**src/rtl/bist_pkg.sv**
```systemverilog
// ---------------------------------------------------------------------------
// bist_pkg
// Shared definitions for the c17 response-side BIST stage.
//   - bist_state_e : session FSM states (IDLE, RUN, CHECK, DONE)
//   - DEF_POLY / DEF_SEED : default MISR feedback taps and start value
//   - misr_step()  : one MISR update for the default 16-bit / 2-bit widths,
//                    shared with the matching upstream LFSR generator
// ---------------------------------------------------------------------------
package bist_pkg;

    typedef enum logic [1:0] {
        IDLE  = 2'd0,
        RUN   = 2'd1,
        CHECK = 2'd2,
        DONE  = 2'd3
    } bist_state_e;

    localparam int          DEF_SIG_W  = 16;
    localparam int          DEF_RESP_W = 2;
    localparam logic [15:0] DEF_POLY   = 16'h1021;
    localparam logic [15:0] DEF_SEED   = 16'h0000;

    // Shift left, fold the x^16 term back through the taps when the
    // outgoing MSB is set, then XOR the zero-extended response in.
    function automatic logic [DEF_SIG_W-1:0] misr_step(
        input logic [DEF_SIG_W-1:0]  sig,
        input logic [DEF_RESP_W-1:0] resp
    );
        logic [DEF_SIG_W-1:0] nxt;
        nxt = {sig[DEF_SIG_W-2:0], 1'b0};
        if (sig[DEF_SIG_W-1]) begin
            nxt = nxt ^ DEF_POLY;
        end
        nxt = nxt ^ {{(DEF_SIG_W-DEF_RESP_W){1'b0}}, resp};
        return nxt;
    endfunction

endpackage

```
**src/rtl/c17_misr_analyzer_if.sv**
```systemverilog
// ---------------------------------------------------------------------------
// c17_misr_analyzer_if
// Control, response stream and status bundle of the c17 MISR analyzer.
//   slave  modport : the analyzer (consumes start/abort/config/response,
//                    drives ready/status/signature/count)
//   master modport : the controller / response source driving the analyzer
// Signals:
//   start, abort             session control pulses
//   num_patterns, golden_sig session configuration, sampled on start
//   resp_valid, resp_data    c17 response stream, resp_ready back-pressure
//   busy, done, pass         session status and verdict
//   signature, count         live MISR contents and accepted-response count
// ---------------------------------------------------------------------------
interface c17_misr_analyzer_if #(
    parameter int RESP_W = 2,
    parameter int SIG_W  = 16,
    parameter int CNT_W  = 16
);

    logic              start;
    logic              abort;
    logic [CNT_W-1:0]  num_patterns;
    logic [SIG_W-1:0]  golden_sig;
    logic              resp_valid;
    logic [RESP_W-1:0] resp_data;
    logic              resp_ready;
    logic              busy;
    logic              done;
    logic              pass;
    logic [SIG_W-1:0]  signature;
    logic [CNT_W-1:0]  count;

    modport slave (
        input  start,
        input  abort,
        input  num_patterns,
        input  golden_sig,
        input  resp_valid,
        input  resp_data,
        output resp_ready,
        output busy,
        output done,
        output pass,
        output signature,
        output count
    );

    modport master (
        output start,
        output abort,
        output num_patterns,
        output golden_sig,
        output resp_valid,
        output resp_data,
        input  resp_ready,
        input  busy,
        input  done,
        input  pass,
        input  signature,
        input  count
    );

endinterface

```
**src/rtl/misr_reg.sv**
```systemverilog
// ---------------------------------------------------------------------------
// misr_reg
// Multiple-input signature register with Galois-style feedback.
// Ports:
//   clk, rst_n : clock, asynchronous active-low reset (to RESET_VAL)
//   load       : load seed (takes precedence over en)
//   seed       : value loaded when load is high
//   en         : compact resp into the signature this cycle
//   resp       : response word, zero-extended to SIG_W
//   sig        : current signature
// ---------------------------------------------------------------------------
module misr_reg #(
    parameter int               SIG_W     = 16,
    parameter int               RESP_W    = 2,
    parameter logic [SIG_W-1:0] POLY      = 16'h1021,
    parameter logic [SIG_W-1:0] RESET_VAL = '0
) (
    input  logic              clk,
    input  logic              rst_n,
    input  logic              load,
    input  logic [SIG_W-1:0]  seed,
    input  logic              en,
    input  logic [RESP_W-1:0] resp,
    output logic [SIG_W-1:0]  sig
);

    logic [SIG_W-1:0] sig_q;
    logic [SIG_W-1:0] sig_d;

    // Next signature. resp is only looked at when en is high, so garbage on
    // the response bus during idle cycles never reaches the register.
    always_comb begin
        sig_d = sig_q;
        if (load) begin
            sig_d = seed;
        end else if (en) begin
            sig_d = {sig_q[SIG_W-2:0], 1'b0}
                  ^ (sig_q[SIG_W-1] ? POLY : '0)
                  ^ SIG_W'(resp);
        end
    end

    always_ff @(posedge clk or negedge rst_n) begin
        if (!rst_n) begin
            sig_q <= RESET_VAL;
        end else begin
            sig_q <= sig_d;
        end
    end

    assign sig = sig_q;

endmodule

```
**src/rtl/c17_misr_analyzer.sv**
```systemverilog
// ---------------------------------------------------------------------------
// c17_misr_analyzer
// Compacts the c17 response stream into a MISR signature over a programmed
// number of patterns and compares it against a golden signature. A fail
// verdict means a trojan or fault is suspected in the c17 instance.
// Ports:
//   clk   : rising-edge clock
//   rst_n : asynchronous active-low reset
//   bus   : c17_misr_analyzer_if.slave (control, response stream, status)
// Session: IDLE --start--> RUN (num_patterns fires) --> CHECK (1 cycle,
// registers verdict) --> DONE (verdict held until next start or abort).
// ---------------------------------------------------------------------------
module c17_misr_analyzer
    import bist_pkg::*;
#(
    parameter int               RESP_W = 2,
    parameter int               SIG_W  = 16,
    parameter logic [SIG_W-1:0] POLY   = SIG_W'(DEF_POLY),
    parameter logic [SIG_W-1:0] SEED   = SIG_W'(DEF_SEED),
    parameter int               CNT_W  = 16
) (
    input  logic             clk,
    input  logic             rst_n,
    c17_misr_analyzer_if.slave bus
);

    bist_state_e      state_q, state_d;
    logic [CNT_W-1:0] count_q, count_d;
    logic [CNT_W-1:0] num_q,   num_d;
    logic [SIG_W-1:0] golden_q, golden_d;
    logic             pass_q,  pass_d;

    logic             misr_load;
    logic             misr_en;
    logic             fire;
    logic [SIG_W-1:0] sig;

    // A response is only consumed while RUN advertises ready.
    assign fire = bus.resp_valid && (state_q == RUN);

    // Next-state logic. abort overrides everything, including a start or a
    // fire in the same cycle; the signature and count are left as they
    // were so the partial session can still be inspected.
    always_comb begin
        state_d   = state_q;
        count_d   = count_q;
        num_d     = num_q;
        golden_d  = golden_q;
        pass_d    = pass_q;
        misr_load = 1'b0;
        misr_en   = 1'b0;

        if (bus.abort) begin
            state_d = IDLE;
            pass_d  = 1'b0;
        end else begin
            case (state_q)
                IDLE, DONE: begin
                    if (bus.start) begin
                        num_d     = bus.num_patterns;
                        golden_d  = bus.golden_sig;
                        count_d   = '0;
                        pass_d    = 1'b0;
                        misr_load = 1'b1;
                        state_d   = (bus.num_patterns == '0) ? CHECK : RUN;
                    end
                end
                RUN: begin
                    if (fire) begin
                        misr_en = 1'b1;
                        count_d = count_q + CNT_W'(1);
                        if (count_q == num_q - CNT_W'(1)) begin
                            state_d = CHECK;
                        end
                    end
                end
                CHECK: begin
                    pass_d  = (sig == golden_q);
                    state_d = DONE;
                end
                default: begin
                    state_d = IDLE;
                end
            endcase
        end
    end

    // Session registers; reset discards any partial verdict.
    always_ff @(posedge clk or negedge rst_n) begin
        if (!rst_n) begin
            state_q  <= IDLE;
            count_q  <= '0;
            num_q    <= '0;
            golden_q <= '0;
            pass_q   <= 1'b0;
        end else begin
            state_q  <= state_d;
            count_q  <= count_d;
            num_q    <= num_d;
            golden_q <= golden_d;
            pass_q   <= pass_d;
        end
    end

    misr_reg #(
        .SIG_W     (SIG_W),
        .RESP_W    (RESP_W),
        .POLY      (POLY),
        .RESET_VAL (SEED)
    ) u_misr (
        .clk   (clk),
        .rst_n (rst_n),
        .load  (misr_load),
        .seed  (SEED),
        .en    (misr_en),
        .resp  (bus.resp_data),
        .sig   (sig)
    );

    assign bus.resp_ready = (state_q == RUN);
    assign bus.busy       = (state_q == RUN) || (state_q == CHECK);
    assign bus.done       = (state_q == DONE);
    assign bus.pass       = pass_q;
    assign bus.signature  = sig;
    assign bus.count      = count_q;

endmodule
```
**src/flat_wrapper.sv**
```systemverilog
// flat-port wrapper written by rule: the top's interface ports become plain ports
module c17_misr_analyzer_flat import bist_pkg::*;
#(
    parameter int               RESP_W = 2,
    parameter int               SIG_W  = 16,
    parameter logic [SIG_W-1:0] POLY   = SIG_W'(DEF_POLY),
    parameter logic [SIG_W-1:0] SEED   = SIG_W'(DEF_SEED),
    parameter int               CNT_W  = 16
)
  (clk, rst_n, bus_start, bus_abort, bus_num_patterns, bus_golden_sig, bus_resp_valid, bus_resp_data, bus_resp_ready, bus_busy, bus_done, bus_pass, bus_signature, bus_count);
  c17_misr_analyzer_if #(.RESP_W(RESP_W), .SIG_W(SIG_W), .CNT_W(CNT_W)) bus_i ();
  input  logic clk;
  input  logic rst_n;
  input wire logic [$bits(bus_i.start)-1:0] bus_start;
  input wire logic [$bits(bus_i.abort)-1:0] bus_abort;
  input wire logic [$bits(bus_i.num_patterns)-1:0] bus_num_patterns;
  input wire logic [$bits(bus_i.golden_sig)-1:0] bus_golden_sig;
  input wire logic [$bits(bus_i.resp_valid)-1:0] bus_resp_valid;
  input wire logic [$bits(bus_i.resp_data)-1:0] bus_resp_data;
  output wire logic [$bits(bus_i.resp_ready)-1:0] bus_resp_ready;
  output wire logic [$bits(bus_i.busy)-1:0] bus_busy;
  output wire logic [$bits(bus_i.done)-1:0] bus_done;
  output wire logic [$bits(bus_i.pass)-1:0] bus_pass;
  output wire logic [$bits(bus_i.signature)-1:0] bus_signature;
  output wire logic [$bits(bus_i.count)-1:0] bus_count;
  assign bus_i.start = bus_start;
  assign bus_i.abort = bus_abort;
  assign bus_i.num_patterns = bus_num_patterns;
  assign bus_i.golden_sig = bus_golden_sig;
  assign bus_i.resp_valid = bus_resp_valid;
  assign bus_i.resp_data = bus_resp_data;
  assign bus_resp_ready = bus_i.resp_ready;
  assign bus_busy = bus_i.busy;
  assign bus_done = bus_i.done;
  assign bus_pass = bus_i.pass;
  assign bus_signature = bus_i.signature;
  assign bus_count = bus_i.count;
  c17_misr_analyzer #(.RESP_W(RESP_W), .SIG_W(SIG_W), .POLY(POLY), .SEED(SEED), .CNT_W(CNT_W)) u_core (.clk(clk), .rst_n(rst_n), .bus(bus_i));
endmodule
```
**config.mk**
```make
export PLATFORM = sky130hd
export DESIGN_NAME = c17_misr_analyzer_flat
export DESIGN_NICKNAME = d
export VERILOG_FILES = /design/src/rtl/bist_pkg.sv /design/src/rtl/c17_misr_analyzer_if.sv /design/src/rtl/misr_reg.sv /design/src/rtl/c17_misr_analyzer.sv /design/src/flat_wrapper.sv
export SDC_FILE = /design/constraint.sdc
export NUM_CORES = 1
export LEC_CHECK = 0
export CAP_MARGIN = 30
export CORE_ASPECT_RATIO = 0.5
export CORE_MARGIN = 1.5
export CORE_UTILIZATION = 65
export DETAILED_ROUTE_END_ITERATION = 8
export DONT_BUFFER_PORTS = 1
export PLACE_DENSITY_LB_ADDON = 0.08
export SLEW_MARGIN = 20
export SYNTH_ARGS = -nofsm -noshare
export SYNTH_HDL_FRONTEND = slang
export SYNTH_HIERARCHICAL = 1
export SYNTH_SLANG_ARGS = --single-unit
```
**constraint.sdc**
```tcl
create_clock -name clk -period 5.4 [get_ports clk]
set_input_delay 0.81 -clock clk [delete_from_list [all_inputs] [get_ports clk]]
set_output_delay 0.81 -clock clk [all_outputs]
set_load 0.05 [all_outputs]
```
==> out/qor.yml <==
outcome:
  status: "finished clean"
yosys:
  syn-cell-area_mm2: 0.00376
  synth_area_per_cell_um2: 8.89
  ys_top_cells_by_area: "dfrtp_1 45%, nand2_1 12%, xnor2_1 6.8%, xor2_1 5.1%, mux2i_1 4.5%"
  ys_seq_area_share_pct: 44.6
  ys_ff_latch: 67
  synth_top_area_cell: "dfrtp_1"
  synth_edf_count: 0
  yosysTopAreaCellShare_pct: 44.6
  synthCells: 423
  synth.distinct_cells: 44
  ys.flop_type: "dfrtp_1"
  ys_top_cells_by_count: "125 x nand2_1, 67 x dfrtp_1, 29 x xnor2_1, 22 x xor2_1, 20 x nor2_1"
  async_reset_ff_share_pct: 100
  yosysMostFrequentCell: "nand2_1"
  yosys_warnings: 6
clocking:
  cts_setup_buffers: 0
  insertion_delay_ns: 0.33
  cts.sinks: 67
  clkTransAtPathRegs_ns: 0.06
  cts_tree: "yes"
  clockBufferDepth: 2
  clock-root-buffer: "clkbuf_16"
  cts_buffers: 9
  cts_hold_buf: 0
  cts_resized: 0
  h-tree-depth: 3
die:
  rows: 19
  core_area_mm2: 0.00554
  ioPinCount: 75
  die_w_um: 111
  die_y_um: 56.8
  dieArea_mm2: 0.00628
  initial_utilization_pct: 67.9
power:
  switching_power_uw: 1200
  combPwrFrac_pct: 33.3
  p_leak_uw: 0.00186
  peakVddDrop_uv: 416
  pwr-share-seq_pct: 44.4
  pwr-share-clk_pct: 22.3
  p_int_uw: 1430
  p_per_area_mw_per_mm2: 638
  swShare_pct: 45.6
routing:
  wl_per_cell_um: 16.2
  drt-pass1-iter-count: 4
  drc_errors: 0
  drtAntennaViolNets: 0
  vias: 2940
  routed_wl_um: 8270
  drtIter0Drc: 185
  avgViaCountPerCell: 5.76
global_routing:
  grt_pass1_vias: 2868
  overflow: 0
  grt_max_degree: 68
  grt_pass1_wl_um: 13800
  track_usage_pct: 28.2
  antenna_found_initial: 0
critical_path:
  regToRegStartpoint: "u_core/num_q[0]$_DFFE_PN0P_"
  worstSetupEndpoint: "u_core/state_q[1]$_DFFE_PN0P_"
  arrival_ns: 3.21
  crit_path_end_kind: "flip-flop"
  crit_type: "reg2reg"
  reg2reg_slack_ns: 2.40
  rr_worst_depth: 9
  r2r-end: "u_core/state_q[1]$_DFFE_PN0P_"
  crit_path_start: "u_core/num_q[0]$_DFFE_PN0P_"
  cp_max_fo: 6
  cp-start-kind: "flip-flop"
  cp.required_ns: 5.61
sta:
  hold_violations: 0
  drv_slew: 0
  setup_viol: 0
  worst_pin_slew_ns: 0.838
  tns_ns: 0
  clock_skew_ns: 0.00579
  maxSlewHeadroom_pct: 43.9
  max_freq_mhz: 333
  worst_slack_ns: 2.40
  post-route-period-util_pct: 55.6
  period_minus_slack_ns: 3.00
  grt_setup_unrepaired: "false"
layout:
  drive_above_1_share_pct: 5.95
  n_antenna_cell: 0
  nets: 476
  area_delta_synth_final_pct: 9.42
placed_design:
  gp_congestion: 0.866
  dpl.hpwl_um: 5870
  post-place-ws_ns: 2.42
  place.port_buffers: 0
worst_hold_path:
  hold_class: "in2async"
job:
  drv_cap: 0
-- layer usage --
| layer | wire, µm | global-route usage (%) | vias up | part of all wire, % |
|---|---|---|---|---|
| met5 | 0 | 0 | - | 0 |
| met4 | 89 | 9.71 | 0 | 1.1 |
| met3 | 597 | 9.07 | 8 | 7.2 |
| met2 | 3830 | 44.3 | 107 | 46 |
| met1 | 3750 | 37.4 | 1397 | 45 |
| li1 | - | - | 1428 | - |
-- logic make-up (layout without fill, tap and decap cells) --
group	count (synthesis)	after routing	share of synthesized area (%)
and+or+nand+nor	205	205	24.8
DFF	67	67	44.6
xor gates and xnor gates	51	51	11.9
AOI/OAI and AO/OA	44	44	7.29
buffers and inverters	29	28	3.93
muxes	21	21	5.72
adders and majority gates	5	5	1.66
other	1	16	0.0997
-- power by group through the flow --
stage          registers, µW  clock network [µW]  logic [µW]
2_1_floorplan           1100                   0         759
3_3_place_gp            1160                   0         820
3_5_place_dp            1180                   0         855
4_1_cts                 1170                 591         869
5_1_grt                 1200                 615         974
6_report                1170                 585         875
-- cell type report --
cell class / count / area, µm²
flip-flops and latches: 67 / 1680
repair buffers: 2 / 15.0
clock buffers: 9 / 225
multi-input cells: 342 / 1990
well taps: 73 / 91.3
clock inverters: 7 / 76.3
inverters: 10 / 37.5
fillers: 428 / 1430
-- flip-flops by register name (all words and copies together) (netlist names) --
signal,count
u_core/state_q,2
u_core/bus.count,16
u_core/u_misr/sig,16
u_core/golden_q,16
u_core/bus.pass,1
u_core/num_q,16
-- worst min path at each step --
| stage | startpoint | cells past startpoint | to |
|---|---|---|---|
| 2_1_floorplan | u_core/golden_q[1]$_DFFE_PN0P_ | 2 | u_core/golden_q[1]$_DFFE_PN0P_ |
| 3_3_place_gp | u_core/golden_q[8]$_DFFE_PN0P_ | 2 | u_core/golden_q[8]$_DFFE_PN0P_ |
| 3_5_place_dp | u_core/golden_q[3]$_DFFE_PN0P_ | 2 | u_core/golden_q[3]$_DFFE_PN0P_ |
| 4_1_cts | rst_n | 0 | u_core/bus.count[8]$_DFFE_PN0P_ |
| 5_1_grt | rst_n | 0 | u_core/bus.count[8]$_DFFE_PN0P_ |
| 6_report | rst_n | 0 | u_core/bus.count[8]$_DFFE_PN0P_ |
-- worst max-delay path: stages, from the launching register on --
cell and delay [ns]:
dfrtp_1 0.41, inv_1 0.09, ha_1 0.20, or4b_1 0.58, o31a_1 0.36, nor4_1 0.26, a31oi_1 0.09, a2111oi_2 0.39
a31oi_1 0.18, mux2_2 0.30
-- layout by cell type (no fill, tap or decap), drive strengths merged, types with 3 or more instances in the layout --
cell    synthesis  final
nand3           5      5
xor2           22     22
a21oi           5      5
and3            3      3
ha              5      5
clkbuf         11      9
o21ai          23     23
nand4          11     11
clkinv          1      3
nor4           12     12
conb            1     16
xnor2          29     29
o211ai          6      6
mux2i          17     17
nor2b           3      3
or3b            4      4
a31oi           4      4
dfrtp          67     67
or3             4      4
nor2           20     20
nand2         125    125
mux2            4      4
inv             9     11
nor3            5      5
-- metrics by stage --
stage | hold WS, ns | power [µW] | instance area [µm²] | utilization (%) | cells
floorplan | 0.466 | 1850 | 3820 | - | 438
global route | 0.160 | 2790 | 4110 | 74.3 | 510
finish | 0.171 | 2630 | 4110 | 74.3 | 510
detailed placement | 0.488 | 2030 | 3810 | 68.8 | 494
global placement | 0.481 | 1980 | 3810 | 68.8 | 494
CTS | 0.164 | 2630 | 4110 | 74.3 | 510
Power figures use the tool's default switching activity.
